==> config.mk <==
export PLATFORM = sky130hd
export DESIGN_NAME = device_bus_initiator
export DESIGN_NICKNAME = d
export VERILOG_FILES = /design/src/rtl/device_bus_initiator.sv
export SDC_FILE = /design/constraint.sdc
export NUM_CORES = 1
export LEC_CHECK = 0
export CAP_MARGIN = 20
export CELL_PAD_IN_SITES_DETAIL_PLACEMENT = 1
export CELL_PAD_IN_SITES_GLOBAL_PLACEMENT = 1
export CORE_UTILIZATION = 51
export CTS_CLUSTER_DIAMETER = 100
export DETAILED_ROUTE_END_ITERATION = 12
export GPL_TIMING_DRIVEN = 1
export PLACE_DENSITY = 0.9
export SYNTH_ARGS = -nofsm -noshare
export SYNTH_HDL_FRONTEND = slang
export SYNTH_SLANG_ARGS = --single-unit
==> constraint.sdc <==
create_clock -name clk_i -period 5.14 [get_ports clk_i]
set_input_delay 0.771 -clock clk_i [delete_from_list [all_inputs] [get_ports clk_i]]
set_output_delay 0.771 -clock clk_i [all_outputs]
set_load 0.05 [all_outputs]
==> src/rtl/device_bus_initiator.sv <==
`timescale 1ns/1ps
`default_nettype none
// ============================================================================
// Module   : device_bus_initiator
// Brief    : Queued host-side initiator for the simple device bus; one
//            transaction outstanding, timeout-to-error, stray rvalid flag.
// Revision : 1.0 - initial release
// ============================================================================
module device_bus_initiator #(
    parameter int unsigned AddrWidth     = 32,
    parameter int unsigned DataWidth     = 32,
    parameter int unsigned CmdDepth      = 4,
    parameter int unsigned TimeoutCycles = 16
) (
    input  logic                 clk_i,
    input  logic                 rst_ni,
    input  logic                 cmd_valid_i,
    output logic                 cmd_ready_o,
    input  logic                 cmd_we_i,
    input  logic [AddrWidth-1:0] cmd_addr_i,
    input  logic [3:0]           cmd_be_i,
    input  logic [DataWidth-1:0] cmd_wdata_i,
    output logic                 rsp_valid_o,
    input  logic                 rsp_ready_i,
    output logic [DataWidth-1:0] rsp_rdata_o,
    output logic                 rsp_err_o,
    output logic                 device_req_o,
    output logic [AddrWidth-1:0] device_addr_o,
    output logic                 device_we_o,
    output logic [3:0]           device_be_o,
    output logic [DataWidth-1:0] device_wdata_o,
    input  logic                 device_rvalid_i,
    input  logic [DataWidth-1:0] device_rdata_i,
    output logic                 busy_o,
    output logic                 stray_o
);
    localparam int unsigned PTR_W = $clog2(CmdDepth);
    localparam int unsigned TMR_W = $clog2(TimeoutCycles);
    localparam logic [TMR_W-1:0] TMR_LAST = TMR_W'(TimeoutCycles - 1);
    localparam logic [PTR_W:0]   CNT_FULL = (PTR_W + 1)'(CmdDepth);

    typedef struct packed {
        logic                 we;
        logic [AddrWidth-1:0] addr;
        logic [3:0]           be;
        logic [DataWidth-1:0] wdata;
    } cmd_t;

    typedef enum logic [1:0] {
        ST_IDLE = 2'd0,
        ST_REQ  = 2'd1,
        ST_WAIT = 2'd2,
        ST_RSP  = 2'd3
    } state_e;

    cmd_t                 fifo_mem [CmdDepth];
    cmd_t                 cmd_in;
    logic [PTR_W-1:0]     wr_ptr_q, wr_ptr_d, rd_ptr_q, rd_ptr_d;
    logic [PTR_W:0]       count_q, count_d;
    state_e               state_q, state_d;
    logic [TMR_W-1:0]     timer_q, timer_d;
    cmd_t                 dev_q, dev_d;
    logic                 req_q, req_d;
    logic                 rsp_valid_q, rsp_valid_d;
    logic                 rsp_err_q, rsp_err_d;
    logic [DataWidth-1:0] rsp_rdata_q, rsp_rdata_d;
    logic                 stray_q, stray_d;
    logic                 fifo_full, fifo_empty, push, pop;

    assign cmd_in     = {cmd_we_i, cmd_addr_i, cmd_be_i, cmd_wdata_i};
    // Full is judged on the registered count, so a same-cycle pop never frees a slot.
    assign fifo_full  = (count_q == CNT_FULL);
    assign fifo_empty = (count_q == '0);
    assign push       = cmd_valid_i && !fifo_full;

    always_comb begin
        state_d     = state_q;
        timer_d     = timer_q;
        dev_d       = dev_q;
        rsp_rdata_d = rsp_rdata_q;
        rsp_err_d   = rsp_err_q;
        pop         = 1'b0;

        case (state_q)
            ST_IDLE: begin
                if (!fifo_empty) begin
                    pop     = 1'b1;
                    state_d = ST_REQ;
                end
            end
            ST_REQ: begin
                timer_d = '0;
                state_d = ST_WAIT;
            end
            ST_WAIT: begin
                if (device_rvalid_i) begin
                    rsp_rdata_d = dev_q.we ? '0 : device_rdata_i;
                    rsp_err_d   = 1'b0;
                    state_d     = ST_RSP;
                end else if (timer_q == TMR_LAST) begin
                    rsp_rdata_d = '0;
                    rsp_err_d   = 1'b1;
                    state_d     = ST_RSP;
                end else begin
                    timer_d = timer_q + 1'b1;
                end
            end
            ST_RSP: begin
                if (rsp_ready_i) begin
                    if (!fifo_empty) begin
                        pop     = 1'b1;
                        state_d = ST_REQ;
                    end else begin
                        state_d = ST_IDLE;
                    end
                end
            end
            default: state_d = ST_IDLE;
        endcase

        if (pop) begin
            dev_d = fifo_mem[rd_ptr_q];
        end

        req_d       = (state_d == ST_REQ);
        rsp_valid_d = (state_d == ST_RSP);
        stray_d     = stray_q || (device_rvalid_i && (state_q != ST_WAIT));

        wr_ptr_d = push ? wr_ptr_q + 1'b1 : wr_ptr_q;
        rd_ptr_d = pop  ? rd_ptr_q + 1'b1 : rd_ptr_q;
        case ({push, pop})
            2'b10:   count_d = count_q + 1'b1;
            2'b01:   count_d = count_q - 1'b1;
            default: count_d = count_q;
        endcase
    end

    // Storage needs no reset: the pointers alone define what is valid.
    always_ff @(posedge clk_i) begin
        if (push) begin
            fifo_mem[wr_ptr_q] <= cmd_in;
        end
    end

    always_ff @(posedge clk_i or negedge rst_ni) begin
        if (!rst_ni) begin
            state_q     <= ST_IDLE;
            timer_q     <= '0;
            dev_q       <= '0;
            req_q       <= 1'b0;
            rsp_valid_q <= 1'b0;
            rsp_err_q   <= 1'b0;
            rsp_rdata_q <= '0;
            stray_q     <= 1'b0;
            wr_ptr_q    <= '0;
            rd_ptr_q    <= '0;
            count_q     <= '0;
        end else begin
            state_q     <= state_d;
            timer_q     <= timer_d;
            dev_q       <= dev_d;
            req_q       <= req_d;
            rsp_valid_q <= rsp_valid_d;
            rsp_err_q   <= rsp_err_d;
            rsp_rdata_q <= rsp_rdata_d;
            stray_q     <= stray_d;
            wr_ptr_q    <= wr_ptr_d;
            rd_ptr_q    <= rd_ptr_d;
            count_q     <= count_d;
        end
    end

    assign cmd_ready_o    = !fifo_full;
    assign rsp_valid_o    = rsp_valid_q;
    assign rsp_rdata_o    = rsp_rdata_q;
    assign rsp_err_o      = rsp_err_q;
    assign device_req_o   = req_q;
    assign device_addr_o  = dev_q.addr;
    assign device_we_o    = dev_q.we;
    assign device_be_o    = dev_q.be;
    assign device_wdata_o = dev_q.wdata;
    assign busy_o         = (state_q != ST_IDLE) || !fifo_empty;
    assign stray_o        = stray_q;

endmodule
`default_nettype wire

# Word-level counts from Yosys, hierarchy flattened
# Memories as Yosys holds them, arrays and structs flattened. A register that Yosys moved wholly into a read port is not among the register bits.
# Cells that the tools add are included.
dict set report word_totals {
  register_bits 49
  latch_bits 0
  mem_bits_rw 276
  romBits 0
  input_bits 106
  wordCells 63
  n_memories 1
}
dict set report classes {
  add_sub_neg 5
  n_mul 0
  n_div 0
  magnitude_cmp 0
  eq_ne 12
  shift 0
  muxes 20
  bitwise_logic 0
  reduce_logical 15
}
# name words word_bits rd rd_ports_with_merged_regs wr line
set mem_list {}
lappend mem_list {fifo_mem 4 69 1 1 1 56} ;# cmd_t fifo_mem [CmdDepth];
# cell count
set ops {}
lappend ops {{$mux W32} 3}
lappend ops {{$eq A2 B2 Y1 const B} 4}
lappend ops {{$mux W2} 4}
lappend ops {{$mux W4} 2}
lappend ops {{$pmux W2 S4} 1}
lappend ops {{$pmux W4 S2} 1}
lappend ops {{$reduce_bool A2 Y1} 4}
lappend ops {{$mux W1} 7}
lappend ops {{$eq A2 B1 Y1 const B} 3}
lappend ops {{$ne A2 B2 Y1 const B} 3}
lappend ops {{$pmux W3 S2} 1}
lappend ops {{$add A2 B1 Y2 const B} 2}
lappend ops {{$add A4 B1 Y4 const B} 1}
lappend ops {{$eq A4 B4 Y1 const B} 1}
lappend ops {{$add A3 B1 Y3 const B} 1}
lappend ops {{$eq A3 B3 Y1 const B} 1}
lappend ops {{$logic_not A1 Y1} 3}
lappend ops {{$logic_not A3 Y1} 1}
lappend ops {{$reduce_and A3 Y1} 1}
lappend ops {{$sub A3 B1 Y3 const B} 1}
lappend ops {{$logic_and A1 B1 Y1} 2}
lappend ops {{$logic_not A2 Y1} 1}
lappend ops {{$logic_or A1 B1 Y1} 2}
lappend ops {{$pmux W1 S2} 1}
lappend ops {{$reduce_and A2 Y1} 1}

# Longest topological paths before layout
dict set report logic_depth {
  ltp_word 6
  depth_mapped 11
  depth_no_buf 10
}

# Worst setup path after synthesis
# No wires, ideal clock.
dict set report synth_path {
  path_type {register -> register}
  from {register count_q[2]}
  to {memory fifo_mem[0][0] (netlist bit) (enable)}
  setup_ns 0.435
  arrival_time_ns 2.691
  required_time_ns 4.705
  path_slack_ns 2.014
  stages_incl_launch_ff 3
  path_cell_list {dfrtp_1 > or3b_1 > and3_1}
}
dict set report synth_between {
  elab_chain_len 5
}
# item line
set synth_rtl {}
lappend synth_rtl {{start: declaration} 59} ;# logic [PTR_W:0] count_q, count_d;
lappend synth_rtl {{start signal: assignment} 169} ;# count_q <= count_d;
lappend synth_rtl {{$eq A3 B3 Y1} 72} ;# assign fifo_full = (count_q == CNT_FULL);
lappend synth_rtl {{$logic_not A1 Y1} -}
lappend synth_rtl {{net cmd_ready_o} 18} ;# output logic cmd_ready_o,
lappend synth_rtl {{$logic_and A1 B1 Y1} 74} ;# assign push = cmd_valid_i && !fifo_full;
lappend synth_rtl {{$mux W1} 140} ;# if (push) begin
lappend synth_rtl {{$mux W1 (not written as such)} 141} ;# fifo_mem[wr_ptr_q] <= cmd_in;
lappend synth_rtl {{end: declaration} 56}
# The timed path passes the listed nets, and every way through them passes these cells.

# Worst setup path after layout
dict set report layout_path {
  from {register count_q[1]}
  to {output port cmd_ready_o}
}
dict set report layout_between {
  elab_chain_len 2
}
# item line
set layout_rtl {}
lappend layout_rtl {{$eq A3 B3 Y1} 72}
lappend layout_rtl {{$logic_not A1 Y1} 173} ;# assign cmd_ready_o = !fifo_full;
lappend layout_rtl {{end: declaration} 18}
# Every way passes these cells.

==> results.json <==
{
  "critPathArrivalTime_ns": 2.21,
  "num_rows": 61,
  "wl_per_cell_um": 26.29,
  "clockPowerShare_pct": 23.9,
  "grt_antenna_before_repair": 5,
  "p_sw_share_pct": 35.63,
  "synth_compound_area_share_pct": 2.563,
  "post_cts_resized": 0,
  "clockRootBuffer": "clkbuf_16",
  "setup_violations": 0,
  "max_slew_margin_pct": 23.18,
  "drv_slew": 0,
  "drt-pass1-iter-count": 4,
  "path_cells": "or3b_1, clkdlybuf4s50_1",
  "portBuffers": 212,
  "p_leak_nw": 6.810,
  "start_util_pct": 52.52,
  "ant_nets": 0,
  "core_um2": 28160,
  "num_vias": 7491,
  "initialDrtViolationCount": 494,
  "syn_nets": 790,
  "area_growth_pct": 27.04,
  "syn_area_um2": 14790,
  "async_flop_share_pct": 29.95,
  "htreeDepth": 2,
  "path_class": "register to output pin",
  "postLayoutCellArea_um2": 18790,
  "hold_path.class": "primary input to async pin",
  "clockBufferDepth": 3,
  "grt.overflow.total": 0,
  "cp_slowest_stage_delay_ns": 0.75,
  "post-route-period-util_pct": 57.95,
  "place_inst": 1237,
  "power.switching_w": 0.004534,
  "cts_buffers": 41,
  "place_congestion": 0.7307,
  "r2r_start": "rd_ptr_q[0]",
  "yosys.area_share.xor_xnor_pct": 0.4145,
  "hold_violations": 0,
  "die_y_um": 172.3,
  "grt_first_pass_wirelength_mm": 51.06,
  "drv_cap": 0,
  "synthAdderAreaFrac_pct": 1.066,
  "final_util_pct": 66.72,
  "drc": 0,
  "synth_flop_cell": "edfxtp_1",
  "r2r_setup_slack_ns": 2.49,
  "synth_cells": 672,
  "cts_setup_buffers": 0,
  "drive_gt1_share_pct": 20.55,
  "synth_simple_gate_area_share_pct": 1.421,
  "clock_latency_ns": 0.54,
  "cp_top_family": "buffers and inverters",
  "worstSetupEndpointType": "output pin",
  "ir_worst_vdd_mv": 0.3387,
  "ys_ff_latch": 394,
  "crit_path_max_fanout": 6,
  "cts.reportedPaths.clkPinSlew_ns": 0.06,
  "ys_warn_count": 0,
  "synth_top_family_by_area": "multiplexers",
  "fin_nets": 1024,
  "clock-sinks": 394,
  "cp.required_ns": 4.37,
  "place_hpwl_mm": 20.26,
  "setup_tns_ns": 0,
  "combinationalPowerShare_pct": 36.7,
  "tightest_slew_ns": 1.150,
  "timing.rr.end": "device_addr_o[30]",
  "period_needed_ns": 2.979,
  "path_buf_inv": 1,
  "grt_max_degree": 87,
  "p_int_w": 0.008191,
  "avgSynthCellArea_um2": 22.01,
  "pre_cts_ws_ns": 2.028,
  "track_usage_pct": 23.87,
  "synth_mux_area_share_pct": 16.79,
  "grt_pass1_vias": 8413,
  "fin_cells": 1321,
  "tritoncts": "yes",
  "post_drt_via_cell_ratio": 5.671,
  "cp-start-kind": "register",
  "cpMaxStageDelayCell": "clkdlybuf4s50_1",
  "io_pins": 213,
  "synth_edf_count": 276,
  "powerDensity_nw_per_um2": 677.2,
  "outcome": "finished clean",
  "cts_hold_buffers": 0,
  "fin_ws_ns": 2.161,
  "ys_types": 37,
  "finClkSkew_ns": 0.01747,
  "die_w_um": 172.3,
  "die-area_um2": 29690,
  "grt_setup_unrepaired": "false",
  "pwr-share-seq_pct": 39.4,
  "wirelength_mm": 34.73,
  "worstRegToRegCells": 3,
  "max_freq_mhz": 335.7,
  "ys_seq_area_share_pct": 75.99,
  "dpl_cell_area_um2": 17270
}
cell type report:
class	instances	area, um^2
clock buffers	56	1165
clock inverters	20	236.5
repair buffers	221	2311
multi-input cells	239	3314
fillers	2253	9371
well taps	378	473.0
inverters	9	33.78
flip-flops and latches	394	11250
diodes	4	10.01
cells in the mapped netlist, types with 3 or more instances:
| cell type | number | area (um^2) |
|---|---|---|
| xnor2_1 | 3 | 26.28 |
| mux4_2 | 37 | 833.3 |
| nor2_1 | 4 | 15.01 |
| and3_1 | 5 | 31.28 |
| inv_1 | 9 | 33.78 |
| mux4_1 | 32 | 840.8 |
| a22o_1 | 33 | 289.0 |
| clkbuf_1 | 15 | 56.30 |
| ha_1 | 11 | 137.6 |
| edfxtp_1 | 276 | 8288 |
| nand2_1 | 7 | 26.28 |
| dfrtp_1 | 118 | 2953 |
| mux2_2 | 71 | 799.5 |
| xor2_1 | 4 | 35.03 |
| a21oi_1 | 5 | 25.02 |
| buf_6 | 15 | 168.9 |
per-stage QoR:
step           hold slack, ns  total power, W
2_1_floorplan          0.4754        0.008109
3_3_place_gp           0.4402        0.009384
3_5_place_dp           0.4548        0.009661
4_1_cts                0.3715         0.01279
5_1_grt                0.3898         0.01320
6_report               0.3261         0.01273
flip-flops by register name, summed over array words and instances, names as in the netlist:
name	count
fifo_mem	276
device_addr_o	32
device_wdata_o	32
rsp_rdata_o	32
device_be_o	4
timer_q	4
count_q	3
rd_ptr_q	2
state_q	2
wr_ptr_q	2
device_req_o	1
device_we_o	1
rsp_err_o	1
rsp_valid_o	1
stray_o	1
cell families after synthesis:
logic type	Yosys count
compound gates	47
xor+xnor	7
fa+ha+maj	12
buf+inv	39
flops	394
mux	141
simple gates	32
worst max-delay path by stage:
stage | from | to | slack [ns] | depth (start not counted)
after global routing | state_q[0] | busy_o | 2.09 | 4
after floorplan | count_q[2] | fifo_mem[0][0] | 2.01 | 2
final | count_q[1] | cmd_ready_o | 2.16 | 2
after global placement | rsp_ready_i | device_addr_o[20] | 2.11 | 5
after detailed placement | rsp_ready_i | device_wdata_o[14] | 2.03 | 5
after CTS | count_q[1] | cmd_ready_o | 2.14 | 2
power by group through the flow:
stage	Sequential [W]	Clock, W	Combinational (W)
after detailed placement	0.00507	0	0.00459
after floorplan	0.00600	0	0.00211
after global placement	0.00499	0	0.00439
final	0.00501	0.00304	0.00467
after CTS	0.00505	0.00309	0.00465
after global routing	0.00511	0.00320	0.00489
metal layers:
| layer | vias up | wire (um) | global-route usage, % |
|---|---|---|---|
| met5 | - | 12 | 0 |
| met4 | 2 | 659 | 7.003 |
| met3 | 57 | 2141 | 5.814 |
| met2 | 260 | 18600 | 43.71 |
| met1 | 3952 | 13320 | 27.66 |
| li1 | 3220 | - | - |
layout by cell type, fill, tap and decap left out, drive strengths merged, types with 2 or more instances in the layout:
| master | count |
|---|---|
| o21ai | 2 |
| xnor2 | 3 |
| inv | 11 |
| dfrtp | 118 |
| and3 | 5 |
| clkinvlp | 2 |
| mux2 | 71 |
| a21oi | 5 |
| nor2 | 4 |
| buf | 10 |
| edfxtp | 276 |
| xor2 | 4 |
| clkdlybuf4s50 | 211 |
| and4b | 2 |
| clkbuf | 56 |
| diode | 4 |
| ha | 11 |
| bufinv | 5 |
| nand2 | 7 |
| and3b | 2 |
| clkinv | 11 |
| nor2b | 2 |
| mux4 | 69 |
| a22o | 33 |
| nor3 | 4 |
Note: power is estimated with default switching activity, not from simulation.
